[config.mk]
export PLATFORM = sky130hd
export DESIGN_NAME = des_key_sched_seq_flat
export DESIGN_NICKNAME = d
export VERILOG_FILES = /design/src/rtl/des_key_pkg.sv /design/src/rtl/des_key_sched_seq_if.sv /design/src/rtl/des_key_sched_seq_pc2.sv /design/src/rtl/des_key_sched_seq.sv /design/src/flat_wrapper.sv
export SDC_FILE = /design/constraint.sdc
export NUM_CORES = 1
export LEC_CHECK = 0
export ABC_CLOCK_PERIOD_IN_PS = 4420
export CORE_UTILIZATION = 40
export CTS_BUF_LIST = sky130_fd_sc_hd__clkbuf_8 sky130_fd_sc_hd__clkbuf_16
export DETAILED_ROUTE_END_ITERATION = 8
export GPL_TIMING_DRIVEN = 0
export PLACE_DENSITY = 0.67
export SKIP_LAST_GASP = 1
export SYNTH_ARGS = -nofsm -noshare
export SYNTH_HDL_FRONTEND = slang
export SYNTH_SLANG_ARGS = --single-unit
[constraint.sdc]
create_clock -name clk -period 4.42 [get_ports clk]
set_input_delay 0.884 -clock clk [delete_from_list [all_inputs] [get_ports clk]]
set_output_delay 0.884 -clock clk [all_outputs]
set_load 0.02 [all_outputs]
[src/rtl/des_key_pkg.sv]
//------------------------------------------------------------------------------
// des_key_pkg : DES key-schedule geometry, permutation tables, FSM states.
// Revision 1.0
//------------------------------------------------------------------------------
`default_nettype none

package des_key_pkg;

  localparam int KEY_W    = 64;
  localparam int HALF_W   = 28;
  localparam int SUBKEY_W = 48;
  localparam int ROUNDS   = 16;

  typedef enum logic {
    ST_IDLE = 1'b0,
    ST_RUN  = 1'b1
  } state_t;

  // DES bit numbering: entry n selects DES bit n, i.e. vector bit (WIDTH - n).
  localparam int PC1 [56] = '{
    57, 49, 41, 33, 25, 17,  9,  1, 58, 50, 42, 34, 26, 18,
    10,  2, 59, 51, 43, 35, 27, 19, 11,  3, 60, 52, 44, 36,
    63, 55, 47, 39, 31, 23, 15,  7, 62, 54, 46, 38, 30, 22,
    14,  6, 61, 53, 45, 37, 29, 21, 13,  5, 28, 20, 12,  4
  };

  localparam int PC2 [48] = '{
    14, 17, 11, 24,  1,  5,  3, 28, 15,  6, 21, 10,
    23, 19, 12,  4, 26,  8, 16,  7, 27, 20, 13,  2,
    41, 52, 31, 37, 47, 55, 30, 40, 51, 45, 33, 48,
    44, 49, 39, 56, 34, 53, 46, 42, 50, 36, 29, 32
  };

  localparam logic [1:0] SHIFT_SCHED [16] = '{
    2'd1, 2'd1, 2'd2, 2'd2, 2'd2, 2'd2, 2'd2, 2'd2,
    2'd1, 2'd2, 2'd2, 2'd2, 2'd2, 2'd2, 2'd2, 2'd1
  };

  function automatic logic [HALF_W-1:0] rol_half(input logic [HALF_W-1:0] x,
                                                 input logic [1:0]        n);
    return (n == 2'd2) ? {x[HALF_W-3:0], x[HALF_W-1:HALF_W-2]}
                       : {x[HALF_W-2:0], x[HALF_W-1]};
  endfunction

  function automatic logic [HALF_W-1:0] ror_half(input logic [HALF_W-1:0] x,
                                                 input logic [1:0]        n);
    return (n == 2'd2) ? {x[1:0], x[HALF_W-1:2]}
                       : {x[0], x[HALF_W-1:1]};
  endfunction

  function automatic logic [2*HALF_W-1:0] pc1_perm(input logic [KEY_W-1:0] k);
    logic [2*HALF_W-1:0] r;
    r = '0;
    for (int i = 0; i < 2*HALF_W; i++) begin
      r[2*HALF_W-1-i] = k[6'(KEY_W - PC1[i])];
    end
    return r;
  endfunction

endpackage

`default_nettype wire

[src/rtl/des_key_sched_seq_if.sv]
//------------------------------------------------------------------------------
// des_key_sched_seq_if : request/subkey handshake bundle for the key scheduler.
// Revision 1.0
//------------------------------------------------------------------------------
`default_nettype none

interface des_key_sched_seq_if;
  import des_key_pkg::*;

  logic                start;
  logic [KEY_W-1:0]    key;
  logic                decrypt;
  logic [SUBKEY_W-1:0] round_key;
  logic                round_key_valid;
  logic                round_ready;
  logic [3:0]          round_idx;
  logic                busy;
  logic                done;
  logic                parity_err;

  modport master (
    output start, key, decrypt, round_ready,
    input  round_key, round_key_valid, round_idx, busy, done, parity_err
  );

  modport slave (
    input  start, key, decrypt, round_ready,
    output round_key, round_key_valid, round_idx, busy, done, parity_err
  );

endinterface

`default_nettype wire

[src/rtl/des_key_sched_seq_pc2.sv]
//------------------------------------------------------------------------------
// des_pc2 : combinational DES PC-2 compression, {C,D} (56 b) -> subkey (48 b).
// Revision 1.0
//------------------------------------------------------------------------------
`default_nettype none

module des_pc2
  import des_key_pkg::*;
(
  input  wire logic [2*HALF_W-1:0] i_cd,
  output logic      [SUBKEY_W-1:0] o_subkey
);

  // PC-2 discards eight of the 56 bits by design.
  logic w_unused_cd;
  assign w_unused_cd = ^i_cd;

  always_comb begin
    o_subkey = '0;
    for (int i = 0; i < SUBKEY_W; i++) begin
      o_subkey[SUBKEY_W-1-i] = i_cd[6'(2*HALF_W - PC2[i])];
    end
  end

endmodule

`default_nettype wire

[src/rtl/des_key_sched_seq.sv]
//------------------------------------------------------------------------------
// des_key_sched_seq : iterative DES subkey generator, K1..K16 or K16..K1.
// Optional key-parity checker: DES_KEY_SCHED_PARITY_CHECK_EN.  Revision 1.0
//------------------------------------------------------------------------------
`default_nettype none

module des_key_sched_seq
  import des_key_pkg::*;
(
  input wire logic clk,
  input wire logic rst,
  des_key_sched_seq_if.slave bus
);

  state_t            r_state, w_state_nxt;
  logic [HALF_W-1:0] r_c, r_d, w_c_nxt, w_d_nxt;
  logic [3:0]        r_idx, w_idx_nxt;
  logic              r_dec, w_dec_nxt;
  logic              r_done, w_done_nxt;
  logic              w_load;
  logic              w_last;
  logic [2*HALF_W-1:0] w_pc1;
  logic [SUBKEY_W-1:0] w_subkey;

  assign w_pc1  = pc1_perm(bus.key);
  assign w_last = r_dec ? (r_idx == 4'd0) : (r_idx == 4'd15);

  always_ff @(posedge clk) begin
    if (rst) begin
      r_state <= ST_IDLE;
      r_c     <= '0;
      r_d     <= '0;
      r_idx   <= '0;
      r_dec   <= 1'b0;
      r_done  <= 1'b0;
    end else begin
      r_state <= w_state_nxt;
      r_c     <= w_c_nxt;
      r_d     <= w_d_nxt;
      r_idx   <= w_idx_nxt;
      r_dec   <= w_dec_nxt;
      r_done  <= w_done_nxt;
    end
  end

  always_comb begin
    w_state_nxt = r_state;
    w_c_nxt     = r_c;
    w_d_nxt     = r_d;
    w_idx_nxt   = r_idx;
    w_dec_nxt   = r_dec;
    w_done_nxt  = 1'b0;
    w_load      = 1'b0;
    case (r_state)
      ST_IDLE: begin
        if (bus.start) begin
          w_load      = 1'b1;
          w_state_nxt = ST_RUN;
          w_dec_nxt   = bus.decrypt;
          // Total rotation over 16 rounds is 28, so C0/D0 already equals C16/D16.
          if (bus.decrypt) begin
            w_c_nxt   = w_pc1[2*HALF_W-1:HALF_W];
            w_d_nxt   = w_pc1[HALF_W-1:0];
            w_idx_nxt = 4'd15;
          end else begin
            w_c_nxt   = rol_half(w_pc1[2*HALF_W-1:HALF_W], SHIFT_SCHED[0]);
            w_d_nxt   = rol_half(w_pc1[HALF_W-1:0], SHIFT_SCHED[0]);
            w_idx_nxt = 4'd0;
          end
        end
      end
      ST_RUN: begin
        if (bus.round_ready) begin
          if (w_last) begin
            w_state_nxt = ST_IDLE;
            w_done_nxt  = 1'b1;
          end else if (r_dec) begin
            w_c_nxt   = ror_half(r_c, SHIFT_SCHED[r_idx]);
            w_d_nxt   = ror_half(r_d, SHIFT_SCHED[r_idx]);
            w_idx_nxt = r_idx - 4'd1;
          end else begin
            w_c_nxt   = rol_half(r_c, SHIFT_SCHED[r_idx + 4'd1]);
            w_d_nxt   = rol_half(r_d, SHIFT_SCHED[r_idx + 4'd1]);
            w_idx_nxt = r_idx + 4'd1;
          end
        end
      end
      default: w_state_nxt = ST_IDLE;
    endcase
  end

  des_pc2 u_pc2 (
    .i_cd     ({r_c, r_d}),
    .o_subkey (w_subkey)
  );

  assign bus.round_key_valid = (r_state == ST_RUN);
  assign bus.busy            = (r_state == ST_RUN);
  assign bus.round_key       = (r_state == ST_RUN) ? w_subkey : '0;
  assign bus.round_idx       = r_idx;
  assign bus.done            = r_done;

`ifdef DES_KEY_SCHED_PARITY_CHECK_EN
  logic r_parity_err;
  logic w_key_par_bad;

  always_comb begin
    w_key_par_bad = 1'b0;
    for (int b = 0; b < KEY_W/8; b++) begin
      w_key_par_bad = w_key_par_bad | ~(^bus.key[8*b +: 8]);
    end
  end

  always_ff @(posedge clk) begin
    if (rst) begin
      r_parity_err <= 1'b0;
    end else if (w_load) begin
      r_parity_err <= w_key_par_bad;
    end
  end

  assign bus.parity_err = r_parity_err;
`else
  // Parity bits of the key are dropped by PC-1 and have no other consumer here.
  logic w_unused_key;
  assign w_unused_key   = ^bus.key | w_load;
  assign bus.parity_err = 1'b0;
`endif

endmodule

`default_nettype wire

[src/flat_wrapper.sv]
// flat-port wrapper written by rule: the top's interface ports become plain ports
module des_key_sched_seq_flat import des_key_pkg::*;
  (clk, rst, bus_start, bus_key, bus_decrypt, bus_round_ready, bus_round_key, bus_round_key_valid, bus_round_idx, bus_busy, bus_done, bus_parity_err);
  des_key_sched_seq_if bus_i ();
  input wire logic clk;
  input wire logic rst;
  input wire logic [$bits(bus_i.start)-1:0] bus_start;
  input wire logic [$bits(bus_i.key)-1:0] bus_key;
  input wire logic [$bits(bus_i.decrypt)-1:0] bus_decrypt;
  input wire logic [$bits(bus_i.round_ready)-1:0] bus_round_ready;
  output wire logic [$bits(bus_i.round_key)-1:0] bus_round_key;
  output wire logic [$bits(bus_i.round_key_valid)-1:0] bus_round_key_valid;
  output wire logic [$bits(bus_i.round_idx)-1:0] bus_round_idx;
  output wire logic [$bits(bus_i.busy)-1:0] bus_busy;
  output wire logic [$bits(bus_i.done)-1:0] bus_done;
  output wire logic [$bits(bus_i.parity_err)-1:0] bus_parity_err;
  assign bus_i.start = bus_start;
  assign bus_i.key = bus_key;
  assign bus_i.decrypt = bus_decrypt;
  assign bus_i.round_ready = bus_round_ready;
  assign bus_round_key = bus_i.round_key;
  assign bus_round_key_valid = bus_i.round_key_valid;
  assign bus_round_idx = bus_i.round_idx;
  assign bus_busy = bus_i.busy;
  assign bus_done = bus_i.done;
  assign bus_parity_err = bus_i.parity_err;
  des_key_sched_seq u_core (.clk(clk), .rst(rst), .bus(bus_i));
endmodule
## Word level (Yosys, flattened, before mapping)

Memories as Yosys holds them, arrays and structs flattened.
Index checks and enable logic that the tools add are counted.
Widths: inputs -> output; s select.

| storage, ports and cells | value |
|---|---|
| bits in registers | 63 |
| ROM bits | 64 |
| input bits | 69 |
| output and inout port bits | 56 |
| logic and storage cells | 59 |
| memories kept | 2 |

| operators by class | value |
|---|---|
| $add $sub $neg | 2 |
| magnitude comparators | 2 |
| equal/unequal tests | 6 |
| mux-type cells | 33 |
| bitwise gates (word level) | 4 |
| reductions and logical operators | 4 |

Memories:

| memory | words | width | read ports | clocked after Yosys merged registers in | write ports | RTL line | source |
|---|---|---|---|---|---|---|---|
| (no name shown) | 16 | 2 | 1 | 0 | 0 | des_key_sched_seq.sv:82 | `w_c_nxt = rol_half(r_c, SHIFT_SCHED[r_idx + 4'd1]);` |
| (no name shown) | 16 | 2 | 1 | 0 | 0 | des_key_sched_seq.sv:79 | `w_d_nxt = ror_half(r_d, SHIFT_SCHED[r_idx]);` |

Operator list:

| operator | number |
|---|---|
| $mux 28 | 14 |
| $pmux 28 s2 | 2 |
| $mux 48 | 1 |
| $mux 4 | 5 |
| $ge 5x5->1 const B | 2 |
| $not 4->5 | 2 |
| $mux 2 | 4 |
| $pmux 4 s2 | 1 |
| $ne 2x2->1 const B | 3 |
| $mux 1 | 5 |
| $add 4x1->4 const B | 1 |
| $eq 2x2->1 const B | 2 |
| $eq 4x4->1 const B | 1 |
| $logic_not 4->1 | 1 |
| $sub 4x1->4 const B | 1 |
| $reduce_and 3->1 | 1 |
| $reduce_or 3->1 | 1 |
| $not 1->1 | 2 |
| $pmux 1 s2 | 1 |
| $reduce_and 2->1 | 1 |

## Logic depth before layout (Yosys ltp)

| depth | value |
|---|---|
| depth after elaboration | 11 |
| depth in mapped cells | 9 |
| mapped depth without buffers | 7 |

## By module

From an unflattened synthesis, not the netlist that was laid out.

| unflattened totals | value |
|---|---|
| cell total of the unflattened synthesis | 758 |
| area total of the unflattened synthesis | 5566.6 um^2 |

Modules (own cells, without submodules):

| module | instances | cells an instance | area each (um^2) | seq. area each (um^2) |
|---|---|---|---|---|
| des_key_sched_seq | 1 | 709 | 5202.5 | 1261.2 |
| des_pc2 | 1 | 49 | 364.1 | 0.0 |

## Worst setup path after synthesis

OpenSTA, ideal clock, no wires.

| timing path | value |
|---|---|
| path type | register to register |
| from | reg u_core.r_idx[0] (netlist: u_core.bus.round_idx[0]) |
| to | reg u_core.r_c[16] |
| data arrival time | 2.389 ns |
| slack | 1.911 ns |
| cell stages (with the launch flop) | 9 |
| clock period less this slack | 2.509 ns |
| cells stage by stage | dfxtp_1 inv_1 ha_1 or4_1 buf_2 and3_4 buf_6 mux2_1 o31a_1 |

| between the ends | value |
|---|---|
| longest elaborated chain between the ends | 11 |
| elaborated cells on any way between the ends | 22 |

Ends and longest elaborated chain:

| element | RTL line | source |
|---|---|---|
| start, declared | des_key_sched_seq.sv:17 | `logic [3:0] r_idx, w_idx_nxt;` |
| start signal, assigned | des_key_sched_seq.sv:40 | `r_idx <= w_idx_nxt;` |
| $add 4x1->4 | des_key_sched_seq.sv:82 |  |
| $not 4->5 (implied by the code) | des_key_sched_seq.sv:82 |  |
| $mem_v2 16x2 | -- |  |
| $mux 2 (implied by the code) (2 in series) | des_key_sched_seq.sv:82 |  |
| $eq 2x2->1 | des_key_pkg.sv:41 | `return (n == 2'd2) ? {x[HALF_W-3:0], x[HALF_W-1:HALF_W-2]}` |
| $mux 28 | des_key_pkg.sv:41 |  |
| $mux 28 | des_key_sched_seq.sv:77 | `end else if (r_dec) begin` |
| $mux 28 | des_key_sched_seq.sv:74 | `if (w_last) begin` |
| $mux 28 | des_key_sched_seq.sv:73 | `if (bus.round_ready) begin` |
| $pmux 28 s2 | des_key_sched_seq.sv:54 | `case (r_state)` |
| end signal, assigned | des_key_sched_seq.sv:38 | `r_c <= w_c_nxt;` |
| end, declared | des_key_sched_seq.sv:16 | `logic [HALF_W-1:0] r_c, r_d, w_c_nxt, w_d_nxt;` |

Parallel ways exist; a longest one is shown, timed or not. The select of a mux whose other input is x is not followed.
A chain may end at the register's enable or synchronous reset.

## Final worst setup path

| timing path | value |
|---|---|
| from | reg u_core.r_state (netlist: u_core.bus.busy) |
| to | out bus_round_key[21] |

| between the ends | value |
|---|---|
| longest elaborated chain between the ends | 1 |

Ends and longest elaborated chain:

| element | RTL line | source |
|---|---|---|
| start, declared | des_key_sched_seq.sv:15 | `state_t r_state, w_state_nxt;` |
| start signal, assigned | des_key_sched_seq.sv:37 | `r_state <= w_state_nxt;` |
| $mux 48 | des_key_sched_seq.sv:99 | `assign bus.round_key = (r_state == ST_RUN) ? w_subkey : '0;` |
| end, declared | flat_wrapper.sv:11 | `output wire logic [$bits(bus_i.round_key)-1:0] bus_round_key;` |

Every way passes these cells. The select of a mux whose other input is x is not followed.

==> reports/qor.csv <==
stage,metric,value,unit
routing,via_per_inst,5.864,
sta,hold_viol,0,
logic_synthesis,syn-instance-count,630,
cells_and_area,nFillCells,1252,
power,clock_power_share,32.5,%
job,drv_cap,0,
place,dpl_cell_area,0.006201,sq mm
floorplanning,die_height,116.6,microns
clock_network,cts_resized,0,
place,place_inst,888,
global_routing,antenna_found_initial,0,
place,dp_hpwl,12810,microns
clock_network,post_cts_buffers,0,
power,finalPower,2.040,mW
logic_synthesis,synth_top_cell_by_area,dfxtp_1,
logic_synthesis,synth_seq_cells,63,
power,pwr-share-comb,35.6,%
clock_network,h-tree-depth,3,
cells_and_area,diodes,0,
setup_path,worstPathRequired,3540,ps
global_routing,grt.total_usage,27.40,%
power,vdd_drop_max,0.1261,mV
sta,timing.fmax,306.4,MHz
setup_path,cp.arrival,2380,ps
sta,hold_ws,536.1,ps
logic_synthesis,ys_warn_count,0,
power,p_leak,2.730,nW
logic_synthesis,synth.distinct_cells,53,
floorplanning,core.rowCount,41,
routing,drt-total-wl,18020,microns
power,internal_power,1.317,mW
sta,period_share,73.84,%
routing,final_antenna_net_count,0,
setup_path,end_kind,primary output,
sta,slew_viol_final,0,
setup_path,cp_max_fo,10,
clock_network,cts_root_buf,clkbuf_16,
clock_network,cts_buffers,9,
clock_network,hold_buffers,0,
sta,period_minus_slack,3264,ps
sta,tightest_slew,752.5,ps
routing,drc,0,
place,gp_congestion,0.9383,
logic_synthesis,seq_area_frac_synth,23.99,%
sta,rsz0062_at_grt,false,
logic_synthesis,synth.top_cells.by_area,"dfxtp_1, mux2i_1, a21oi_1",
floorplanning,die_width,116.6,microns
logic_synthesis,syn_area,0.005256,sq mm
clock_network,ctsLongestPathBuffers,2,
power,p_per_area,315.4,mW/mm^2
cells_and_area,area_delta_synth_final,23.02,%
status,status,"finished, final reports clean",
cells_and_area,final_layout_size_suffix_gt1_share,13.42,%
sta,skew,6.807,ps
clock_network,clk_pin_slew_worst_paths,50,ps
power,swShare,35.45,%
global_routing,grt_overflow,0,
sta,setup_viol,0,
routing,drtIter0Drc,530,
cells_and_area,finalNonFillerCells,902,
sta,tns,0,ps
logic_synthesis,postSynthAreaPerCell,8.343,sq um
routing,dr_total_vias,5289,
floorplanning,core_area,0.01272,sq mm
clock_network,insertion_delay,350,ps
hold_path,min_path_type,register to register,
logic_synthesis,yosys.area.top_type_share,23.99,%
cells_and_area,final_cell_area,0.006466,sq mm
floorplanning,io_pins,125,
clock_network,cts_tree,built,
place,io_buffers,65,
global_routing,grt_pass1_vias,5259,
floorplanning,start_util,41.32,%
cells_and_area,fin_nets,800,
clock_network,clock-sinks,63,
sta,max_slew_margin,49.83,%
logic_synthesis,synth_top_flop_cell,dfxtp_1,
setup_path,start_kind,register,
floorplanning,die_area,0.01360,sq mm
logic_synthesis,synth_edf_count,0,
routing,first_pass_iters,5,
global_routing,grt_pass1_wl,27780,microns
setup_path,path_class,register to primary output,
power,p_sw,723.0,uW
logic_synthesis,async_flop_share,0,%
power,seqPwrFrac,31.9,%
routing,avgRoutedWirePerCell,19.97,microns
global_routing,grt_start_max_net_pins,11,
## final timing paths
| path | cells after the start | slack (ps) | startpoint | end |
|---|---|---|---|---|
| setup / recovery | 4 | 1160 | u_core.bus.busy | bus_round_key[21] |
| hold / removal | 2 | 540 | u_core.r_c[23] | u_core.r_c[23] |
| setup reg to reg | 9 | 1620 | u_core.bus.round_idx[0] | u_core.r_d[5] |
| hold reg to reg | 2 | 540 | u_core.r_c[23] | u_core.r_c[23] |
## cell usage after synthesis, types with 7 or more instances
cell and n:
a211oi_2 10, a21oi_1 47, a311o_1 7, and2_1 28, and3_1 12, buf_2 11, buf_4 28, clkbuf_1 31
dfxtp_1 63, mux2_1 16, mux2_4 8, mux2i_1 104, nand2_1 54, nand4_1 7, nor2_1 49, o21ai_0 22
o221ai_1 24, or2_2 13, or3_1 9
## per-layer routing
metal / vias to the layer above / track usage [%] / part of all wire [%]
met1: 2521 / 34.11 / 43
met4: 0 / 12.15 / 2.7
met2: 275 / 44.50 / 46
met3: 43 / 7.109 / 8.4
li1: 2450 / - / -
met5: - / 0 / 0
## critical path: stages (launching register included)
cell and delay [ps]:
dfxtp_1 390, buf_2 240, clkbuf_1 560, and2_1 230, clkdlybuf4s50_1 620
## flip-flops by register name, summed over array words and instances, names as in the netlist
signal / flops
u_core.bus.busy: 1
u_core.bus.done: 1
u_core.bus.round_idx: 4
u_core.r_c: 28
u_core.r_d: 28
u_core.r_dec: 1
## power by group through the flow
stage,Clock [mW],Sequential (mW),Combinational [mW]
after floorplan,0,0.647,0.521
final,0.663,0.651,0.725
after global placement,0,0.659,0.697
after CTS,0.669,0.649,0.711
after global routing,0.693,0.655,0.770
after detailed placement,0,0.660,0.707
## metrics by stage
stage	util (%)	setup slack (ps)
after floorplan	-	1911
after global placement	48.74	1416
after detailed placement	48.74	1399
after CTS	50.83	1128
after global routing	50.83	993.7
final	50.83	1156
## layout by cell type, fill, tap and decap left out, types with 4 or more instances in the layout
cell type	n
conb_1	22
or3_1	9
nand2_1	54
a31oi_1	4
nor2b_1	6
a211oi_2	10
nand4_1	7
mux2_4	8
dfxtp_1	63
and3_1	12
a31o_1	5
buf_4	28
a21oi_2	6
a311oi_1	4
or2_2	13
mux2_1	16
a21oi_1	47
clkbuf_1	31
a311o_1	7
nand2b_1	4
o31a_1	5
o221ai_1	24
inv_1	4
o21ai_0	22
clkdlybuf4s50_1	65
and2_1	28
buf_2	11
o31ai_1	6
clkbuf_16	9
ha_1	4
nor2_1	49
a211oi_1	4
mux2i_1	104
buf_6	5
nor3_1	5
## cells by family (layout without fill, tap and decap cells)
family | Yosys count | after routing | share of synthesized area (%)
fa+ha+maj | 4 | 4 | 0.9522
mux | 128 | 128 | 25.52
compound gates | 155 | 155 | 21.54
other cells | 1 | 22 | 0.07134
buf+inv | 80 | 159 | 8.688
xor+xnor | 1 | 1 | 0.1667
flops | 63 | 63 | 23.99
simple gates | 198 | 198 | 19.07
## area by class of cell
cell class,instances,area [sq um],area share (%)
Tap cell,172,215.2,3.328
Clock buffer,11,252.7,3.909
Inverter,3,11.26,0.1741
Sequential cell,63,1261,19.50
Clock inverter,3,12.51,0.1935
Timing Repair Buffer,65,650.6,10.06
Multi-Input combinational cell,508,3617,55.94
Buffer,77,445.4,6.889
(Power assumes the default switching activity.)
